## config.mk

```make
export PLATFORM = sky130hd
export DESIGN_NAME = result_router
export DESIGN_NICKNAME = d
export VERILOG_FILES = /design/src/rtl/result_router_pkg.sv /design/src/rtl/route_fifo.sv /design/src/rtl/result_router.sv
export SDC_FILE = /design/constraint.sdc
export NUM_CORES = 1
export LEC_CHECK = 0
export BUFFER_PORTS_ARGS = -buffer_cell sky130_fd_sc_hd__buf_2
export CORE_MARGIN = 8
export CORE_UTILIZATION = 52
export CTS_BUF_LIST = sky130_fd_sc_hd__clkbuf_4
export CTS_CLUSTER_DIAMETER = 120
export DETAILED_ROUTE_END_ITERATION = 7
export PLACE_DENSITY = 0.77
export SYNTH_ARGS = -nofsm -noshare
export SYNTH_HDL_FRONTEND = slang
export SYNTH_SLANG_ARGS = --single-unit
```

## constraint.sdc

```tcl
create_clock -name Clk -period 2.5 [get_ports Clk]
set_clock_uncertainty 0.1 [all_clocks]
set_input_delay 0.125 -clock Clk [delete_from_list [all_inputs] [get_ports Clk]]
set_output_delay 0.125 -clock Clk [all_outputs]
set_load 0.03 [all_outputs]
```

## src/rtl/result_router_pkg.sv

```systemverilog
// Shared types and constants for the result router and its FIFO.
package result_router_pkg;

    typedef enum logic [1:0] {
        DEST_RF   = 2'd0,
        DEST_DM   = 2'd1,
        DEST_OP   = 2'd2,
        DEST_DROP = 2'd3
    } dest_t;

    typedef enum logic [1:0] {
        EMPTY   = 2'd0,
        PARTIAL = 2'd1,
        FULL    = 2'd2
    } state_t;

    localparam logic [7:0] DROP_MAX = 8'd255;

    typedef struct packed {
        dest_t      dest;
        logic [7:0] data;
    } entry_t;

    localparam int unsigned ENTRY_W = $bits(entry_t);

endpackage

```

## src/rtl/route_fifo.sv

```systemverilog
// Storage for routed entries: synchronous write, combinational head read.
module route_fifo #(
    parameter int unsigned DEPTH = 2,
    parameter int unsigned WIDTH = 10
) (
    input  logic             clk_i,
    input  logic             rst_ni,
    input  logic             push_i,
    input  logic             pop_i,
    input  logic [WIDTH-1:0] wdata_i,
    output logic [WIDTH-1:0] rdata_o
);

    localparam int unsigned AW = $clog2(DEPTH);

    logic [WIDTH-1:0] mem_q [DEPTH];
    logic [AW-1:0]    wptr_q;
    logic [AW-1:0]    rptr_q;

    always_ff @(posedge clk_i) begin
        if (push_i) begin
            mem_q[wptr_q] <= wdata_i;
        end
    end

    // DEPTH is a power of two, so natural pointer overflow wraps modulo DEPTH.
    always_ff @(posedge clk_i or negedge rst_ni) begin
        if (!rst_ni) begin
            wptr_q <= '0;
            rptr_q <= '0;
        end else begin
            if (push_i) wptr_q <= wptr_q + AW'(1);
            if (pop_i)  rptr_q <= rptr_q + AW'(1);
        end
    end

    assign rdata_o = mem_q[rptr_q];

endmodule

```

## src/rtl/result_router.sv

```systemverilog
// Routes result beats in acceptance order to register file, data memory or output port;
// Dest=3 beats are counted and discarded.
module result_router
    import result_router_pkg::*;
#(
    parameter int unsigned DEPTH = 2
) (
    input  logic       Clk,
    input  logic       Reset_n,
    input  logic       InValid,
    output logic       InReady,
    input  logic [1:0] Dest,
    input  logic [7:0] Data,
    output logic       RfValid,
    input  logic       RfReady,
    output logic [7:0] RfData,
    output logic       DmValid,
    input  logic       DmReady,
    output logic [7:0] DmData,
    output logic       OpValid,
    input  logic       OpReady,
    output logic [7:0] OpData,
    output logic [7:0] DropCount
);

    localparam int unsigned CW = $clog2(DEPTH) + 1;
    localparam logic [CW-1:0] FULL_CNT = CW'(DEPTH);

    state_t               state_q, state_d;
    logic [CW-1:0]        count_q, count_d;
    logic                 ready_q;
    logic [7:0]           drop_q;
    logic [ENTRY_W-1:0]   head_raw;
    entry_t               head;
    logic                 accept, drop_hit, push, pop, head_ready;

    assign InReady   = ready_q;
    assign DropCount = drop_q;
    assign accept    = InValid & ready_q;
    assign drop_hit  = accept & (dest_t'(Dest) == DEST_DROP);
    assign push      = accept & ~drop_hit;
    assign pop       = (state_q != EMPTY) & head_ready;
    assign head      = entry_t'(head_raw);

    route_fifo #(
        .DEPTH (DEPTH),
        .WIDTH (ENTRY_W)
    ) u_fifo (
        .clk_i   (Clk),
        .rst_ni  (Reset_n),
        .push_i  (push),
        .pop_i   (pop),
        .wdata_i ({Dest, Data}),
        .rdata_o (head_raw)
    );

    // Only the sink named by the head entry sees Valid/Data; other Readys are ignored.
    always_comb begin
        RfValid    = 1'b0;
        DmValid    = 1'b0;
        OpValid    = 1'b0;
        RfData     = 8'h00;
        DmData     = 8'h00;
        OpData     = 8'h00;
        head_ready = 1'b0;
        if (state_q != EMPTY) begin
            unique case (head.dest)
                DEST_RF: begin
                    RfValid    = 1'b1;
                    RfData     = head.data;
                    head_ready = RfReady;
                end
                DEST_DM: begin
                    DmValid    = 1'b1;
                    DmData     = head.data;
                    head_ready = DmReady;
                end
                DEST_OP: begin
                    OpValid    = 1'b1;
                    OpData     = head.data;
                    head_ready = OpReady;
                end
                DEST_DROP: ;
            endcase
        end
    end

    always_comb begin
        state_d = state_q;
        count_d = count_q;
        if (push && !pop) begin
            count_d = count_q + 1'b1;
        end else if (pop && !push) begin
            count_d = count_q - 1'b1;
        end
        case (state_q)
            EMPTY: begin
                if (push) state_d = (FULL_CNT == CW'(1)) ? FULL : PARTIAL;
            end
            PARTIAL: begin
                if (push && !pop && (count_q + 1'b1 == FULL_CNT)) begin
                    state_d = FULL;
                end else if (pop && !push && (count_q == CW'(1))) begin
                    state_d = EMPTY;
                end
            end
            FULL: begin
                if (pop) state_d = (FULL_CNT == CW'(1)) ? EMPTY : PARTIAL;
            end
            default: state_d = EMPTY;
        endcase
    end

    // InReady is registered, so a pop while FULL only reopens the slot a cycle later.
    always_ff @(posedge Clk or negedge Reset_n) begin
        if (!Reset_n) begin
            state_q <= EMPTY;
            count_q <= '0;
            ready_q <= 1'b0;
            drop_q  <= 8'h00;
        end else begin
            state_q <= state_d;
            count_q <= count_d;
            ready_q <= (state_d != FULL);
            if (drop_hit && (drop_q != DROP_MAX)) begin
                drop_q <= drop_q + 8'd1;
            end
        end
    end

endmodule

```

==> qor.txt, run 1 <==
Top Ports = 52
net switching power = 1120 uW
kind of critical path = reg2reg
Final min period = 2.34 ns
Max Transition Viols Final = 0
Synth Register Bits = 35
Seq pwr share = 0.366
syn_nets = 165
Tot GR Track Use = 0.162
Ant. Diodes = 0
DRC viols = 0
drt first pass iters = 4
Rows = 20
internal power = 1330 uW
post-synthesis mux area share = 0.0953
# port buffers = 51
Clock Path Buffers = 2
Pleak = 0.00102 uW
largest family of logic cells by synthesized area = simple AND/OR/NAND/NOR gates
adder-cell share of the synthesized area = 0.0372
combinational power share = 0.508
htree depth = 2
initial antenna violation count = 0
layout cell share with drive strength beyond 1 = 0.318
pwr/cell area = 1130 nW/um^2
latest clock arrival within the worst-skew pair = 0.33 ns
total number of vias = 1350
Setup-failing EPs final = 0
Fin. Hold Viols = 0
worst-path maximum fanout = 6
DR iter-0 viols = 114
Mapped Cells = 144
vias in the first global route = 1377
area grow syn2layout = 29.2%
syn_area_per_cell = 11.7 sq um
setup tns final = 0 ns
sequential fraction of the synthesis area = 0.581
FFs w/ async S/R, synth = 0.429
fmax = 427 MHz
most area-consuming cells after synthesis = edfxtp_1 36%, dfrtp_1 22%, nor2_1 6.3%, mux2i_1 6.0%, ha_1 3.7%
compound-cell area share of the yosys netlist = 0.0506
synth unique cells = 32
dpl hpwl = 2.94 mm
Worst-path clk slew = 0.10 ns
largest area contributor in the netlist = edfxtp_1
Final nets = 234
Worst setup EP type = register
clock network fraction of design power = 0.126
DP Cell Count = 238
max-cap check violation count = 0
total wire length = 4.01 mm
Synth Flop Type = edfxtp_1
DRT antenna net count = 0
RSZ-0062 raised after global routing = false
per-cell routed wire length = 15.5 um
CTS Buf Count = 5
die area = 5310 sq um
Synth Area in XOR/XNOR = 0.0417
path depth of the worst reg2reg path = 8
Max VDD drop = 0.845 mV
Post-Synth Simple-Gate Area = 0.168
root buffer cell = clkbuf_4
average vias per placed instance = 5.23
mapped cell area = 1680 sq um
outcome = finished, final reports clean
post-CTS setup buffer count = 0
Post-synth EDFFs = 20
first-pass GRT wire length = 6.64 mm
Yosys warnings = 0
most frequent cells in the layout = 51 x buf_2, 28 x nor2_1, 20 x edfxtp_1
top-area cell type share of the netlist area = 0.357
Cell Count, Final, Fillers Out = 258
GR Overflow Total = 0
Net Sw Frac = 0.458
Die Wd = 72.8 um
chip height = 72.8 um
CTS sink cnt = 35
min-delay worst type = in2async
CP arrival = 2.52 ns
Tcrit/Tclk final = 0.936
CTS tree = built
commonest non-fill, non-tap cell in the layout = buf_2
Worst-Margin Slew = 0.482 ns
CP Data Required Time = 2.68 ns
worst slew margin relative to its limit = 0.679
initial core utilization = 0.550
Critical Path Source Type = register
routability cong. = 0.811
core area = 3050 sq um
largest net degree at the start of global routing = 16
==> path summary, 6_finish.rpt <==
path	to	start	slack, ns
setup / recovery	state_q[0]	u_fifo.rptr_q	0.16
hold / removal	DropCount[2]	Reset_n	0.11
setup reg to reg	state_q[0]	u_fifo.rptr_q	0.16
hold reg to reg	count_q[1]	count_q[1]	0.41
max in group asynchronous	u_fifo.rptr_q	Reset_n	1.92
min in group Clk	DropCount[4]	InValid	0.14
==> metal layers <==
layer  share of wire  global-route usage
met1            0.40               0.174
met2            0.51               0.276
met3           0.052              0.0453
met4           0.035              0.0956
met5               0                   0
==> stage by stage <==
step / cell area [sq um] / setup WS, ns / hold WS, ns / util / total power, uW
6_report: 2170 / 0.159 / 0.111 / 0.711 / 2450
4_1_cts: 2160 / 0.0480 / 0.108 / 0.708 / 2450
2_1_floorplan: 1680 / 0.333 / -0.271 / - / 1790
3_3_place_gp: 1980 / 0.245 / -0.0533 / 0.650 / 2060
5_1_grt: 2170 / 0.0444 / 0.138 / 0.711 / 2600
3_5_place_dp: 1980 / 0.104 / -0.0457 / 0.650 / 2120
==> cells in the mapped netlist (3+ instances only) <==
master	number
nor2_1	28
edfxtp_1	20
dfrtp_1	15
mux2i_1	10
nand2_1	9
xnor2_1	7
inv_1	6
nand3_1	6
ha_1	5
and4_1	3
nand4_1	3
nor2b_1	3
==> layout make-up <==
type	instances	area (sq um)
Multi-Input combinational cell	100	668
Inverter	6	22.5
Clock buffer	7	52.6
Clock inverter	1	5.00
Timing Repair Buffer	65	390
Tap cell	44	55.1
Fill cell	235	882
Sequential cell	35	977
==> sequential cells by signal, indices dropped and copies added, names as in the netlist <==
register and cells:
DropCount 8, InReady 1, count_q 2, state_q 2, u_fifo.mem_q 20, u_fifo.rptr_q 1
u_fifo.wptr_q 1
==> logic make-up after synthesis <==
kind of cell             after synthesis
XOR/XNOR                               8
buffers and inverters                  9
AO/OA/AOI/OAI                         13
flip-flops                            35
multiplexers                          14
adder cells (fa/ha/maj)                5
AND/OR/NAND/NOR                       60
==> critical path: stages (launching register included) <==
cell and delay, ns:
dfrtp_2 0.44, mux2i_4 0.33, mux2i_2 0.31, o21ai_2 0.12, nor2b_1 0.15, ha_1 0.20, a221o_1 0.34, a22oi_1 0.15
o21a_1 0.15
==> power groups by stage <==
stage	Clock (uW)	Combinational (uW)	Sequential, uW
floorplan	0	841	947
global placement	0	1170	887
detailed placement	0	1220	903
CTS	323	1240	892
global route	341	1340	917
finish	309	1240	896
==> timing repair <==
item / 4_1_cts / 5_1_grt
gates resized for setup: 0 / 3
endpoints found under the hold margin: 36 / 0
setup endpoints to repair: 0 / 1
hold buffers: 12 / 0
Note: power is estimated with default switching activity, not from simulation.
==> run 2: changes to the inputs <==
==> constraint.sdc (replaced) <==
create_clock -name Clk -period 2.5 [get_ports Clk]
set_clock_uncertainty 0.1 [all_clocks]
set_input_delay 0.125 -clock Clk [delete_from_list [all_inputs] [get_ports Clk]]
set_output_delay 0.125 -clock Clk [all_outputs]
set_load 0.1 [all_outputs]
==> run 2 against run 1 <==
- global-route usage up 3.1 points
- highest routed layer unchanged
- flip-flop and latch count unchanged
- non-clock buffer count up 1
- sequential share of layout area down 7.8 points
- cell count up 0.39%
- utilization up 15 points
- critical path type unchanged
==> qor.txt, run 2 (synthesized netlist as in run 1, its figures left out) <==
total wire length = 4.80 mm (was 4.01 mm)
Tcrit/Tclk final = 0.958 (was 0.936)
chip height = 72.8 um (unchanged)
fmax = 418 MHz (was 427 MHz)
Worst-Margin Slew = 0.463 ns (was 0.482 ns)
Tot GR Track Use = 0.193 (was 0.162)
root buffer cell = clkbuf_4 (unchanged)
Max Transition Viols Final = 0 (unchanged)
outcome = finished, final reports clean (unchanged)
max-cap check violation count = 0 (unchanged)
Largest register FFs = 20 (unchanged)
# port buffers = 51 (unchanged)
vias in the first global route = 1487 (was 1377)
Cell Count, Final, Fillers Out = 259 (was 258)
setup tns final = 0 ns (unchanged)
Critical Path Source Type = register (unchanged)
initial antenna violation count = 0 (unchanged)
initial core utilization = 0.550 (unchanged)
final core utilization = 0.861 (was 0.711)
first-pass GRT wire length = 7.70 mm (was 6.64 mm)
per-cell routed wire length = 18.5 um (was 15.5 um)
Final min period = 2.39 ns (was 2.34 ns)
RSZ-0062 raised after global routing = false (unchanged)
DP Cell Count = 239 (was 238)
Rows = 20 (unchanged)
latest clock arrival within the worst-skew pair = 0.33 ns (about the same)
Die Wd = 72.8 um (unchanged)
CTS Buf Count = 5 (unchanged)
post-CTS setup buffer count = 0 (unchanged)
Worst-path clk slew = 0.11 ns (was 0.10 ns)
WHS = 0.159 ns (was 0.111 ns)
Ant. Diodes = 0 (unchanged)
core area = 3050 sq um (unchanged)
Fillers = 168 (was 235)
drt first pass iters = 4 (unchanged)
area grow syn2layout = 56.4% (was 29.2%)
kind of critical path = reg2reg (unchanged)
commonest non-fill, non-tap cell in the layout = buf_12 (was buf_2)
dpl hpwl = 3.43 mm (was 2.94 mm)
min-delay worst type = in2async (unchanged)
Reg with most FFs = u_fifo.mem_q (unchanged)
CP Data Required Time = 2.67 ns (was 2.68 ns)
CTS sink cnt = 35 (unchanged)
routability cong. = 0.773 (was 0.811)
total number of vias = 1420 (was 1350)
Fin. Hold Viols = 0 (unchanged)
largest net degree at the start of global routing = 16 (unchanged)
Clock Path Buffers = 2 (unchanged)
DRT antenna net count = 0 (unchanged)
worst slew margin relative to its limit = 0.682 (was 0.679)
R2R setup slack = 0.11 ns (was 0.16 ns)
DRC viols = 0 (unchanged)
Worst setup EP type = register (unchanged)
CP arrival = 2.57 ns (was 2.52 ns)
CTS tree = built (unchanged)
average vias per placed instance = 5.48 (was 5.23)
DR iter-0 viols = 92 (was 114)
worst-path maximum fanout = 6 (unchanged)
htree depth = 2 (unchanged)
GR Overflow Total = 0 (unchanged)
Setup-failing EPs final = 0 (unchanged)
most frequent cells in the layout = 27 x buf_12, 24 x buf_2, 20 x edfxtp_1 (was 51 x buf_2, 28 x nor2_1, 20 x edfxtp_1)
Final nets = 235 (was 234)
layout cell share with drive strength beyond 1 = 0.400 (was 0.318)
Top Ports = 52 (unchanged)
die area = 5310 sq um (unchanged)
## run 2: worst paths after layout
kind	from	end	cells after the start
min in group Clk	InValid	u_fifo.wptr_q	3
setup / recovery	u_fifo.rptr_q	state_q[0]	8
hold / removal	Reset_n	DropCount[3]	2
hold reg to reg	u_fifo.wptr_q	u_fifo.wptr_q	1
setup reg to reg	u_fifo.rptr_q	state_q[0]	8
max in group asynchronous	Reset_n	u_fifo.rptr_q	2
## run 2: critical path: stages, from the launching register on
cell     delay (ns)
dfrtp_2        0.44
mux2i_4        0.33
mux2i_1        0.37
o21ai_2        0.13
nor2b_1        0.15
ha_1           0.20
a221o_1        0.34
a22oi_1        0.14
o21a_1         0.15
## run 2: what timing repair did
| action | CTS | global route |
|---|---|---|
| hold buffers | 12 | 0 |
| hold endpoints to repair | 36 | 0 |
| gates resized for setup | 2 | 3 |
| setup endpoints to repair | 2 | 14 |
| gates cloned | 0 | 0 |
## run 2: layout make-up
| class | count | area (sq um) | area share |
|---|---|---|---|
| timing repair buffer | 66 | 803 | 0.306 |
| clock buffer | 5 | 37.5 | 0.0143 |
| clock inverter | 3 | 15.0 | 0.00571 |
| inverter | 6 | 22.5 | 0.00857 |
| multi-input combinational | 100 | 717 | 0.273 |
| sequential | 35 | 977 | 0.372 |
| tap | 44 | 55.1 | 0.0210 |
## run 2: metal layers
| layer | vias to the layer above | part of all wire | global-route usage | routed length, um |
|---|---|---|---|---|
| li1 | 650 | - | - | - |
| met4 | 0 | 0.022 | 0.0889 | 104 |
| met3 | 10 | 0.072 | 0.0646 | 346 |
| met2 | 78 | 0.50 | 0.323 | 2410 |
| met5 | - | 0 | 0 | 0 |
| met1 | 682 | 0.40 | 0.216 | 1940 |
## run 2: through the flow
| step | setup slack [ns] | area, sq um |
|---|---|---|
| after global routing | 0.00927 | 2630 |
| final | 0.106 | 2630 |
| after CTS | 0.0886 | 2620 |
| after detailed placement | 0.107 | 2440 |
| after floorplan | -0.270 | 1720 |
| after global placement | 0.230 | 2440 |
Power of run 2 is left out: the tool's default activity adds up to more than one toggle a clock period on the data nets, which glitch-free logic cannot reach.
